<file path="config.mk">
export PLATFORM = sky130hd
export DESIGN_NAME = core_state_sequencer
export DESIGN_NICKNAME = d
export VERILOG_FILES = /design/src/rtl/core_ctrl_pkg.sv /design/src/rtl/ctrl_timeout_counter.sv /design/src/rtl/core_state_sequencer.sv
export SDC_FILE = /design/constraint.sdc
export NUM_CORES = 1
export LEC_CHECK = 0
export CORE_MARGIN = 2
export CORE_UTILIZATION = 55
export DETAILED_ROUTE_END_ITERATION = 10
export PLACE_DENSITY = 0.89
export SLEW_MARGIN = 20
export SYNTH_ARGS = -nofsm -noshare
export SYNTH_HDL_FRONTEND = slang
export SYNTH_SLANG_ARGS = --single-unit
export TNS_END_PERCENT = 100
</file>
<file path="constraint.sdc">
create_clock -name clk -period 3.2 [get_ports clk]
set_input_delay 0.48 -clock clk [delete_from_list [all_inputs] [get_ports clk]]
set_output_delay 0.48 -clock clk [all_outputs]
set_load 0.05 [all_outputs]
</file>
<file path="src/rtl/core_ctrl_pkg.sv">
// Shared types and default sizing for the scratch-core instruction sequencer.
package core_ctrl_pkg;

    typedef enum logic [2:0] {
        IDLE,
        FETCH,
        DECODE,
        SETUP,
        EXECUTE,
        WRITEBACK,
        HALTED,
        FAULT
    } ctrl_state_t;

    localparam int unsigned DEF_CNT_WIDTH      = 32;
    localparam int unsigned DEF_TIMEOUT_CYCLES = 255;
    localparam int unsigned DEF_TO_WIDTH       = 8;

endpackage

</file>
<file path="src/rtl/ctrl_timeout_counter.sv">
// Wait-cycle counter for handshake phases; expired flags that the limit has been reached.
module ctrl_timeout_counter #(
    parameter int unsigned LIMIT = 255,
    parameter int unsigned WIDTH = 8
) (
    input  logic clk,
    input  logic reset_n,
    input  logic clear,
    input  logic enable,
    output logic expired
);

    logic [WIDTH-1:0] count_q;
    logic [WIDTH-1:0] count_d;

    always_comb begin
        count_d = count_q;
        if (clear) begin
            count_d = '0;
        end else if (enable) begin
            count_d = count_q + WIDTH'(1);
        end
    end

    always_ff @(posedge clk) begin
        if (!reset_n) begin
            count_q <= '0;
        end else begin
            count_q <= count_d;
        end
    end

    assign expired = (count_q == WIDTH'(LIMIT));

endmodule

</file>
<file path="src/rtl/core_state_sequencer.sv">
// Instruction-cycle FSM: FETCH/DECODE/SETUP/EXECUTE/WRITEBACK with halt, fault and perf counters.
// Optional single-step input stepMode is present when CORE_SINGLE_STEP_EN is defined.
module core_state_sequencer
    import core_ctrl_pkg::*;
#(
    parameter int unsigned CNT_WIDTH      = DEF_CNT_WIDTH,
    parameter int unsigned TIMEOUT_CYCLES = DEF_TIMEOUT_CYCLES,
    parameter int unsigned TO_WIDTH       = DEF_TO_WIDTH
) (
    input  logic                 clk,
    input  logic                 reset_n,
    input  logic                 run,
    input  logic                 haltReq,
    input  logic                 fetchAck,
    input  logic                 execDone,
`ifdef CORE_SINGLE_STEP_EN
    input  logic                 stepMode,
`endif
    output logic                 fetchReq,
    output logic                 fetchState,
    output logic                 decodeState,
    output logic                 setupState,
    output logic                 executeState,
    output logic                 writebackState,
    output logic                 idle,
    output logic                 halted,
    output logic                 fault,
    output logic [CNT_WIDTH-1:0] cycleCount,
    output logic [CNT_WIDTH-1:0] retiredCount
);

    ctrl_state_t          state_q, state_d;
    logic                 halt_pend_q, halt_pend_d;
    logic                 to_clear, to_enable, to_expired;
    logic                 step_en;
    logic [CNT_WIDTH-1:0] cycle_q, retired_q;
    logic                 fetch_q, decode_q, setup_q, execute_q, writeback_q;
    logic                 idle_q, halted_q, fault_q;

`ifdef CORE_SINGLE_STEP_EN
    assign step_en = stepMode;
`else
    assign step_en = 1'b0;
`endif

    ctrl_timeout_counter #(
        .LIMIT (TIMEOUT_CYCLES),
        .WIDTH (TO_WIDTH)
    ) u_timeout (
        .clk     (clk),
        .reset_n (reset_n),
        .clear   (to_clear),
        .enable  (to_enable),
        .expired (to_expired)
    );

    always_comb begin
        state_d     = state_q;
        halt_pend_d = halt_pend_q;
        unique case (state_q)
            IDLE:      if (run) state_d = FETCH;
            FETCH: begin
                if (fetchAck)        state_d = DECODE;
                else if (to_expired) state_d = FAULT;
            end
            DECODE:    state_d = SETUP;
            SETUP:     state_d = EXECUTE;
            EXECUTE: begin
                if (execDone)        state_d = WRITEBACK;
                else if (to_expired) state_d = FAULT;
            end
            WRITEBACK: begin
                if (halt_pend_q || haltReq || step_en) state_d = HALTED;
                else                                   state_d = FETCH;
            end
            HALTED:    if (run && !haltReq) state_d = FETCH;
            FAULT:     state_d = FAULT;
            default:   state_d = IDLE;
        endcase

        // A pending halt is only honoured at WRITEBACK, so it is consumed on entry to HALTED.
        if (state_d == HALTED) begin
            halt_pend_d = 1'b0;
        end else if (haltReq && (state_q inside {FETCH, DECODE, SETUP, EXECUTE})) begin
            halt_pend_d = 1'b1;
        end

        to_enable = ((state_q == FETCH) && !fetchAck) || ((state_q == EXECUTE) && !execDone);
        to_clear  = (state_d != state_q);
    end

    always_ff @(posedge clk) begin
        if (!reset_n) begin
            state_q     <= IDLE;
            halt_pend_q <= 1'b0;
            cycle_q     <= '0;
            retired_q   <= '0;
            fetch_q     <= 1'b0;
            decode_q    <= 1'b0;
            setup_q     <= 1'b0;
            execute_q   <= 1'b0;
            writeback_q <= 1'b0;
            idle_q      <= 1'b1;
            halted_q    <= 1'b0;
            fault_q     <= 1'b0;
        end else begin
            state_q     <= state_d;
            halt_pend_q <= halt_pend_d;
            if (!(state_q inside {IDLE, HALTED, FAULT})) begin
                cycle_q <= cycle_q + CNT_WIDTH'(1);
            end
            if (state_q == WRITEBACK) begin
                retired_q <= retired_q + CNT_WIDTH'(1);
            end
            // Strobes are loaded from the next-state decode so they track state_q exactly.
            fetch_q     <= (state_d == FETCH);
            decode_q    <= (state_d == DECODE);
            setup_q     <= (state_d == SETUP);
            execute_q   <= (state_d == EXECUTE);
            writeback_q <= (state_d == WRITEBACK);
            idle_q      <= (state_d == IDLE);
            halted_q    <= (state_d == HALTED);
            fault_q     <= (state_d == FAULT);
        end
    end

    assign fetchReq       = fetch_q;
    assign fetchState     = fetch_q;
    assign decodeState    = decode_q;
    assign setupState     = setup_q;
    assign executeState   = execute_q;
    assign writebackState = writeback_q;
    assign idle           = idle_q;
    assign halted         = halted_q;
    assign fault          = fault_q;
    assign cycleCount     = cycle_q;
    assign retiredCount   = retired_q;

endmodule
</file>
# Word-level counts from Yosys, hierarchy flattened
# Cells that the tools add are included.
[word_totals]
regBits = 84
[op_classes]
addsub = 3
n_eq_ne = 16
mux = 7
n_bitwise = 1
reduce_logical = 15
[op_table]
columns = ["operator", "count"]
rows = [
  ["$add 32x1->32 const B", 2],
  ["$eq 3x3->1 const B", 8],
  ["$pmux 3 s8", 1],
  ["$mux 3", 6],
  ["$eq 3x2->1 const B", 4],
  ["$add 8x1->8 const B", 1],
  ["$eq 8x8->1 const B", 1],
  ["$eq 3x1->1 const B", 2],
  ["$logic_not 3->1", 2],
  ["$logic_and 1x1->1", 4],
  ["$reduce_bool 4->1", 1],
  ["$reduce_or 2->1", 2],
  ["$logic_not 1->1", 3],
  ["$ne 3x3->1", 1],
  ["$reduce_bool 3->1", 1],
  ["$logic_or 1x1->1", 2],
  ["$not 1->1", 1],
]

# Depth between registers and ports, before layout
# Gate-level depths: netlist (run 1).
[depth]
ltp_word = 6
depth_mapped = 7
depth_no_buf = 6

# Modules after synthesis
# A second synthesis (run 1) with hierarchy kept.
[unflattened]
hier_cells = 497
area_unflattened_um2 = 4176.5
[by_module_without_submodules]
columns = ["mod", "n_inst", "cells_each", "area_each_um2"]
rows = [
  ["core_state_sequencer", 1, 457, 3822.4],
  ["ctrl_timeout_counter", 1, 40, 354.1],
]

# Worst setup path before layout (run 1)
# Ideal clock, no wire load.
[synth_path]
path_type = "reg2reg"
startpoint = "register cycle_q[0], in the netlist cycleCount[0]"
endpoint = "register cycle_q[26], in the netlist cycleCount[26]"
setup_time_ps = 70
t_arrival_ps = 2290
required_time_ps = 3130
setup_slack_ps = 839
stages_incl_launch_ff = 8
path_buffers = 1
path_cell_list = "dfxtp_1 > ha_1 > and3_1 > nand4_1 > or4_1 > clkbuf_1 > or3_1 > a21oi_1"
[synth_via]
elab_chain_len = 1
[synth_rtl]
columns = ["element", "line_no", "rtl"]
rows = [
  ["from (decl)", "core_state_sequencer.sv:36", "logic [CNT_WIDTH-1:0] cycle_q, retired_q;"],
  ["from (signal assigned)", "core_state_sequencer.sv:110", "cycle_q <= cycle_q + CNT_WIDTH'(1);"],
  ["$add 32x1->32", "core_state_sequencer.sv:110", ""],
]
# Every way passes these cells.
# A chain may end at the register's enable or synchronous reset.

# Final worst setup path (run 1)
[layout_path]
startpoint = "register state_q[2]"
endpoint = "register cycle_q[26], in the netlist cycleCount[26]"
[layout_via]
elab_chain_len = 2
[layout_rtl]
columns = ["element", "line_no", "rtl"]
rows = [
  ["from (decl)", "core_state_sequencer.sv:32", "ctrl_state_t state_q, state_d;"],
  ["from (signal assigned)", "core_state_sequencer.sv:107", "state_q <= state_d;"],
  ["$eq 3x3->1 / $logic_not 3->1 (equally long branches)", "core_state_sequencer.sv:109", "if (!(state_q inside {IDLE, HALTED, FAULT})) begin"],
  ["$reduce_bool 3->1 *", "core_state_sequencer.sv:109", ""],
]
# Mark *: on every way between the ends. The rest lies on a longest branch, timed or not.

==> metrics.txt, run 1 <==
dominant synthesized flop cell=dfxtp_1; fin crit share=79.8%; Vias/cell=5.50; Post-Syn Instances=453; sequential share of power=52.7%; Worst path depth=6; EDFF count, synth=0; Clk pin slew, worst setup/hold paths=0.09 ns; routability cong.=0.861; syn avg cell area=8.49 sq um; FMAX=391 MHz; vias in the first global route=3293; critical path type=flip-flop to flip-flop; # fillers=521; #FFs+latches synth=84; Tot Pwr=2.08 mW; fin cells=627; Logic pwr share=12.7%; global-route wire length before repair=15100 um; Hold Path Class=flip-flop to flip-flop; post-synth design cell area=3840 sq um; skew final=0.0100 ns; worst slew pin tran=0.657 ns; Die ar.=7680 sq um; Pwr per Cell Area=425 nW/um^2; reg2reg start=state_q[2]; Max-slew headroom=56.2%; core footprint=6790 sq um; TritonRoute pass-1 iters=4; initial antenna violation count=0; largest net degree at the start of global routing=66; Iter 0 DRT Violations=154; most frequent CP cell=or3_1; internal power=1.50 mW; Final nets=535; Max stage delay on crit path=0.66 ns; Clock Tree Root=clkbuf_8; CTS Sinks=84; most common cell after layout, fill and taps aside=dfxtp_1; commonest cells after routing, fill and taps aside=dfxtp_1 (84), clkdlybuf4s50_1 (78), nor2_1 (66); IO Pins=79; portion of the post-synthesis area used by sequential elements=43.7%; RSZ-0062 raised after global routing=false; clock network power share=34.6%; IO buf count=78; initial core utilization=56.6%; CP top delay family=simple AND/OR/NAND/NOR gates; Final Hold Viols=0; Setup TNS Final=0 ns; hold_sp=cycleCount[31]; hold depth=2; DR vias=3450; CP Max Fanout=15; Distinct cells, synth=47; IR drop worst, VDD=0.000439 V; final setup fails=0; crit path launch type=flip-flop; Antenna Nets Post-Route=0; Post-Syn Nets=462; MaxCap Viol Count=0; Detailed Route WL=8890 um; HPWL Detailed=6290 um; R2R depth=6; Final Critical Period=2.56 ns; status=complete, no violations; NetSw=575 uW; die width=87.6 um; CP endpoint kind=flip-flop; CP required=3.49 ns; fraction of layout cells with a size suffix above 1=5.65%; switch share=27.7%; Overflow after GRT=0; Clock Path Buffers=2; cts repair resizes=0; Die Y-Extent=87.6 um; drt drc=0; Worst EP arrival=2.84 ns; dpl cells=611; Skew-Pair Late Insertion Delay=0.36 ns; diodes inserted=0; Post-synth ARST share=0%; All-Layer GR Usage=24.5%; CTS tree=built; Static Leakage=1.66 nW; number of setup buffers added after CTS=0; H-tree level count=3; CP startpoint=state_q[2]; row count=30; WP buf/inv=1; Warnings, synthesis=0; cts hold-fix bufs=0; fin. max-slew vios=0; CTS buffer count=9; worst path cell trace=or3_1 -> nand4_1 -> buf_4 -> or4_1 -> or3_1 -> a21oi_1; slowest cell on the critical path=or4_1; Syn-to-layout area delta=27.0%; Wirelength per Cell=14.2 um
==> power groups by stage <==
stage | Combinational, mW | Sequential, mW | Clock, mW
5_1_grt | 0.286 | 1.10 | 0.777
3_3_place_gp | 0.254 | 1.12 | 0
3_5_place_dp | 0.262 | 1.12 | 0
2_1_floorplan | 0.150 | 1.16 | 0
6_report | 0.264 | 1.09 | 0.718
4_1_cts | 0.263 | 1.09 | 0.718
==> cells by family after synthesis <==
group                      Yosys count  share of synthesized area [%]
and+or+nand+nor                    229                           30.8
DFF                                 84                           43.7
xor gates and xnor gates            58                           13.4
AOI/OAI and AO/OA                   44                           7.00
buffers and inverters               33                           3.58
adders and majority gates            3                          0.976
muxes                                2                          0.521
==> path summary, 6_finish.rpt <==
check,slack [ns],to
worst min register to register,0.48,cycleCount[31]
worst max-delay path,0.64,cycleCount[26]
worst max register to register,0.64,cycleCount[26]
worst min-delay path,0.48,cycleCount[31]
==> cell type report <==
type | count | area (sq um) | area share, %
multi-input cells | 336 | 2030 | 41.5
flip-flops and latches | 84 | 1680 | 34.4
repair buffers | 84 | 826 | 16.9
clock buffers | 13 | 169 | 3.46
well taps | 96 | 120 | 2.46
inverters | 11 | 41.3 | 0.846
clock inverters | 3 | 20.0 | 0.410
==> cells in the mapped netlist (3+ instances only) <==
master,n,area [sq um]
nand4_1,14,87.6
dfxtp_1,84,1680
a21oi_1,16,80.1
inv_1,11,41.3
clkbuf_1,14,52.6
o21ai_0,12,60.1
nand3_1,27,135
and2_1,5,31.3
nor2b_1,4,25.0
nor2_1,66,248
xnor2_1,24,210
nand2b_1,7,43.8
nor3_1,22,110
ha_1,3,37.5
and4_1,8,70.1
nor4_1,7,43.8
or3_1,11,68.8
buf_2,5,25.0
and3_1,12,75.1
nand2_1,30,113
nor3b_1,4,30.0
xor2_1,33,289
==> per-stage QoR <==
step / worst slack (ns) / hold WS (ns) / instance area (sq um) / util, %
detailed placement: 0.621 / 0.481 / 4690 / 69.1
CTS: 0.680 / 0.492 / 4880 / 71.9
global route: 0.491 / 0.531 / 4880 / 71.9
floorplan: 0.839 / 0.513 / 3840 / -
finish: 0.645 / 0.483 / 4880 / 71.9
global placement: 0.719 / 0.466 / 4690 / 69.1
==> routing by layer <==
layer	vias up	global-route usage [%]	wire [um]
met5	-	0	0
met4	0	10.1	186
met3	14	5.47	394
met2	102	39.5	4370
met1	1633	31.9	3940
li1	1701	-	-
==> registers in the layout, indices dropped and copies added (netlist names) <==
signal and count:
executeState 1, u_timeout.count_q 8, retiredCount 32, setupState 1, decodeState 1, halt_pend_q 1, state_q 3, cycleCount 32
halted 1, idle 1, writebackState 1, fetchReq 1, fault 1
==> worst register-to-register path: stages (launching register included) <==
cell     delay (ns)
dfxtp_1        0.59
or3_1          0.38
nand4_1        0.15
buf_4          0.20
or4_1          0.66
or3_1          0.37
a21oi_1        0.15
No activity file was read; power rests on OpenSTA's default activity.
==> run 2, diff against run 1 <==
- CORE_UTILIZATION: 55 -> 46
- PLACE_DENSITY: 0.89 -> 0.8
- clock period: 3.2 -> 2.34 ns (I/O delays scaled with it)
==> metrics.txt, run 2 (same netlist as run 1, synthesis figures left out) <==
fin cells=649 (was 627); worst slew pin tran=0.672 ns (was 0.657 ns); Setup TNS Final=0 ns (unchanged); Placed Area=4810 sq um (was 4690 sq um); Tot Pwr=3.12 mW (was 2.08 mW); initial antenna violation count=0 (unchanged); Min Hold Slack=0.499 ns (was 0.483 ns); most common cell after layout, fill and taps aside=dfxtp_1 (unchanged); Final nets=549 (was 535); Final Critical Period=2.13 ns (was 2.56 ns); CP required=2.62 ns (was 3.49 ns); Syn-to-layout area delta=31.4% (was 27.0%); row count=33 (was 30); skew final=0.00745 ns (was 0.0100 ns); Die ar.=9110 sq um (was 7680 sq um); Worst EP arrival=2.41 ns (was 2.84 ns); Clock Tree Root=clkbuf_8 (unchanged); DP Worst Slack=0.0204 ns (was 0.621 ns); IO buf count=78 (unchanged); All-Layer GR Usage=19.6% (was 24.5%); setup slack after layout=0.212 ns (was 0.645 ns); critical path type=flip-flop to flip-flop (unchanged); MaxCap Viol Count=0 (unchanged); routability cong.=0.820 (was 0.861); Iter 0 DRT Violations=111 (was 154); CP endpoint kind=flip-flop (unchanged); Detailed Route WL=8580 um (was 8890 um); Pwr per Cell Area=617 nW/um^2 (was 425 nW/um^2); largest net degree at the start of global routing=66 (unchanged); TritonRoute pass-1 iters=4 (unchanged); HPWL Detailed=6060 um (was 6290 um); CP Max Fanout=8 (was 15); Vias/cell=5.33 (was 5.50); Static Leakage=1.76 nW (was 1.66 nW); Final Hold Viols=0 (unchanged); commonest cells after routing, fill and taps aside=dfxtp_1 (82), clkdlybuf4s50_1 (78), nor2_1 (66) (was dfxtp_1 (84), clkdlybuf4s50_1 (78), nor2_1 (66)); Overflow after GRT=0 (unchanged); IO Pins=79 (unchanged); cts repair resizes=0 (unchanged); vias in the first global route=3273 (was 3293); number of setup buffers added after CTS=0 (unchanged); CTS tree=built (unchanged); diodes inserted=0 (unchanged); RSZ-0062 raised after global routing=false (unchanged); Util after Layout=61.8% (was 71.9%); core footprint=8180 sq um (was 6790 sq um); FMAX=470 MHz (was 391 MHz); Skew-Pair Late Insertion Delay=0.35 ns (was 0.36 ns); Max-slew headroom=55.2% (was 56.2%); dpl cells=634 (was 611); status=complete, no violations (unchanged); IR drop worst, VDD=0.000421 V (was 0.000439 V); initial core utilization=47.0% (was 56.6%); fin. max-slew vios=0 (unchanged); # fillers=710 (was 521); drt drc=0 (unchanged); fraction of layout cells with a size suffix above 1=8.46% (was 5.65%); Antenna Nets Post-Route=0 (unchanged); crit path launch type=flip-flop (unchanged); die width=95.4 um (was 87.6 um); Die Y-Extent=95.4 um (was 87.6 um); H-tree level count=3 (unchanged); Clock Path Buffers=2 (unchanged); CTS Sinks=84 (unchanged); cts hold-fix bufs=0 (unchanged); DR vias=3459 (was 3450); Final Cell Area=5050 sq um (was 4880 sq um); Hold Path Class=flip-flop to flip-flop (unchanged); Wirelength per Cell=13.2 um (was 14.2 um); global-route wire length before repair=14400 um (was 15100 um); Clk pin slew, worst setup/hold paths=0.08 ns (was 0.09 ns); CTS buffer count=9 (unchanged); fin crit share=90.9% (was 79.8%); final setup fails=0 (unchanged)
[run 2: cell count changes in the layout (fill, tap and decap cells not counted)]
cell,before,now
buf_4,6,20
bufinv_16,0,3
clkbuf_1,1,0
clkbuf_8,12,10
clkinv_2,1,2
clkinvlp_4,2,0
dfxtp_1,84,82
dfxtp_2,0,2
[run 2: worst paths after layout]
check	startpoint	end	slack, ns	cells after the start
hold / removal	cycleCount[1]	cycleCount[1]	0.50	2
hold reg to reg	cycleCount[1]	cycleCount[1]	0.50	2
setup reg to reg	cycleCount[1]	cycleCount[28]	0.21	6
setup / recovery	cycleCount[1]	cycleCount[28]	0.21	6
[run 2: layout make-up]
type                    count  area [sq um]  share of cell area, %
clock buffers              10           138                   2.72
multi-input cells         336          2030                   40.1
flip-flops and latches     84          1680                   33.3
well taps                 105           131                   2.60
repair buffers             98           931                   18.4
inverters                  11          41.3                  0.817
clock inverters             5           100                   1.98
[run 2: metal layers]
metal | up-vias | track usage [%] | part of all wire, % | wire length (um)
li1 | 1733 | - | - | -
met1 | 1646 | 24.9 | 46 | 3980
met2 | 68 | 33.2 | 48 | 4140
met3 | 12 | 3.72 | 3.8 | 326
met4 | 0 | 7.38 | 1.6 | 139
met5 | - | 0 | 0 | 0
[run 2: report_power, final]
| group | internal (mW) | switching (mW) | leakage (nW) | total, mW |
|---|---|---|---|---|
| registers | 1.46 | 0.0330 | 0.679 | 1.49 |
| logic | 0.155 | 0.243 | 0.962 | 0.398 |
| clock network | 0.729 | 0.498 | 0.122 | 1.23 |
| total | 2.34 | 0.774 | 1.76 | 3.12 |
[run 2: critical path: stages (launching register included)]
cell	delay (ns)
dfxtp_2	0.37
ha_1	0.20
and3_1	0.18
nand4_1	0.12
or4_1	0.67
or3_1	0.36
a21oi_1	0.15
==> run 3, diff against run 2 <==
- CAP_MARGIN: not set -> 20
- GPL_TIMING_DRIVEN: not set -> 0
==> metrics.txt, run 3 (same netlist as run 1, synthesis figures left out) <==
hold_sp=cycleCount[1] (unchanged); Clock Path Buffers=2 (unchanged); CP endpoint kind=flip-flop (unchanged); IO Pins=79 (unchanged); vias in the first global route=3093 (was 3273); HPWL Detailed=6250 um (was 6060 um); Antenna Nets Post-Route=0 (unchanged); Die ar.=9110 sq um (unchanged); hold depth=2 (unchanged); Static Leakage=1.73 nW (was 1.76 nW); critical path type=flip-flop to flip-flop (unchanged); Pwr per Cell Area=612 nW/um^2 (was 617 nW/um^2); status=complete, no violations (unchanged); crit path launch type=flip-flop (unchanged); largest net degree at the start of global routing=17 (was 66); H-tree level count=3 (unchanged); DP Worst Slack=-0.176 ns (was 0.0204 ns); sequential share of power=48.6% (was 47.9%); Worst EP arrival=2.45 ns (was 2.41 ns); reg2reg start=state_q[2] (was cycleCount[1]); cts hold-fix bufs=0 (unchanged); internal power=2.21 mW (was 2.34 mW); slowest cell on the critical path=a2111oi_0 (was or4_1); CTS Sinks=84 (unchanged); DR vias=3429 (was 3459); CTS buffer count=9 (unchanged); CP Max Fanout=10 (was 8); initial antenna violation count=0 (unchanged); fin crit share=92.8% (was 90.9%); CTS tree=built (unchanged); setup slack after layout=0.167 ns (was 0.212 ns); IO buf count=78 (unchanged); Tot Pwr=3.06 mW (was 3.12 mW); Iter 0 DRT Violations=112 (was 111); Min Hold Slack=0.496 ns (was 0.499 ns); Logic pwr share=12.5% (was 12.8%); most common cell after layout, fill and taps aside=dfxtp_1 (unchanged); # fillers=700 (was 710); Detailed Route WL=8810 um (was 8580 um); MaxCap Viol Count=0 (unchanged); Die Y-Extent=95.4 um (unchanged); IR drop worst, VDD=0.000281 V (was 0.000421 V); worst reg2reg endpoint=u_timeout.count_q[5] (was cycleCount[28]); worst path cell trace=buf_2 -> nor3b_1 -> o21bai_1 -> a2111oi_0 -> o22ai_2 -> nor3_1 (was ha_1 -> and3_1 -> nand4_1 -> or4_1 -> or3_1 -> a21oi_1); routability cong.=0.829 (was 0.820); Clk pin slew, worst setup/hold paths=0.09 ns (was 0.08 ns); final setup fails=0 (unchanged); Final Critical Period=2.17 ns (was 2.13 ns); area occupied by multi-input gates=2040 sq um (was 2030 sq um); WP buf/inv=1 (was 0); cts repair resizes=0 (unchanged); worst slew pin tran=0.550 ns (was 0.672 ns); switch share=27.7% (was 24.8%); Clock Tree Root=clkbuf_8 (unchanged); Setup TNS Final=0 ns (unchanged); core footprint=8180 sq um (unchanged); commonest cells after routing, fill and taps aside=dfxtp_1 (82), clkdlybuf4s50_1 (78), nor2_1 (66) (unchanged); WHS Endpoint=cycleCount[1] (unchanged); die width=95.4 um (unchanged); Syn-to-layout area delta=30.1% (was 31.4%); drt drc=0 (unchanged); Vias/cell=5.26 (was 5.33); diodes inserted=0 (unchanged); Wirelength per Cell=13.5 um (was 13.2 um); FMAX=460 MHz (was 470 MHz); skew final=0.0124 ns (was 0.00745 ns); Final nets=551 (was 549); global-route wire length before repair=14300 um (was 14400 um); clock network power share=38.9% (was 39.3%); Max stage delay on crit path=0.57 ns (was 0.67 ns); Skew-Pair Late Insertion Delay=0.36 ns (was 0.35 ns); RSZ-0062 raised after global routing=true (was false); initial core utilization=47.0% (unchanged); Hold Path Class=flip-flop to flip-flop (unchanged); number of setup buffers added after CTS=0 (unchanged); CP required=2.62 ns (about the same); fraction of layout cells with a size suffix above 1=6.40% (was 8.46%); Overflow after GRT=0 (unchanged); fin. max-slew vios=0 (unchanged); row count=33 (unchanged); CP top delay family=compound AO/OA/AOI/OAI gates (was simple AND/OR/NAND/NOR gates); R2R depth=6 (unchanged); setup slack, reg-to-reg=0.17 ns (was 0.21 ns); TritonRoute pass-1 iters=4 (unchanged); Reg area=1680 sq um (unchanged); Final Hold Viols=0 (unchanged); NetSw=847 uW (was 774 uW); Max-slew headroom=62.4% (was 55.2%); All-Layer GR Usage=19.9% (was 19.6%)
[run 3: cell count changes in the layout (fill, tap and decap cells not counted), moves of 2 or more]
cell      delta
clkbuf_1    +13
buf_4       -18
buf_2        +5
inv_6        +4
clkinv_2     -2
[run 3: metrics by stage]
stage / util, % / cell area [sq um] / cells
2_1_floorplan: - / 3850 / 453
3_3_place_gp: 58.2 / 4760 / 636
3_5_place_dp: 58.2 / 4760 / 636
4_1_cts: 61.0 / 4990 / 652
5_1_grt: 61.2 / 5000 / 652
6_report: 61.2 / 5000 / 652
[run 3: worst max-delay path by stage]
| stage | slack [ns] | depth (start not counted) | end | startpoint |
|---|---|---|---|---|
| finish | 0.17 | 6 | u_timeout.count_q[5] | state_q[2] |
| CTS | 0.11 | 7 | retiredCount[24] | state_q[2] |
| global placement | -0.15 | 6 | u_timeout.count_q[1] | execDone |
| floorplan | 0.05 | 6 | cycleCount[31] | cycleCount[5] |
| detailed placement | -0.18 | 6 | u_timeout.count_q[5] | execDone |
| global route | -0.02 | 6 | u_timeout.count_q[7] | state_q[2] |
[run 3: area by class of cell]
class | instances | area share (%)
Timing Repair Buffer | 78 | 15.6
Clock inverter | 7 | 2.05
Clock buffer | 9 | 2.48
Inverter | 11 | 0.825
Multi-Input combinational cell | 336 | 40.8
Buffer | 22 | 1.95
Tap cell | 105 | 2.63
Sequential cell | 84 | 33.7
[run 3: power groups by stage]
stage / Combinational [mW] / Sequential (mW) / Clock [mW]
3_3_place_gp: 0.373 / 1.52 / 0
4_1_cts: 0.380 / 1.49 / 1.21
3_5_place_dp: 0.378 / 1.52 / 0
5_1_grt: 0.415 / 1.49 / 1.28
6_report: 0.383 / 1.49 / 1.19
2_1_floorplan: 0.206 / 1.58 / 0
[run 3: metal layers]
layer | share of wire, % | track usage (%) | wire, um | up-vias
li1 | - | - | - | 1734
met1 | 47 | 26.0 | 4110 | 1620
met2 | 47 | 31.7 | 4180 | 69
met3 | 4.8 | 5.61 | 421 | 6
met4 | 1.2 | 6.90 | 102 | 0
met5 | 0 | 0 | 0 | -
[run 3: tightest hold or removal path, cell delays in order, from the launching register on]
cell	delay (ns)
dfxtp_2	0.35
nand2_1	0.06
a21oi_1	0.05
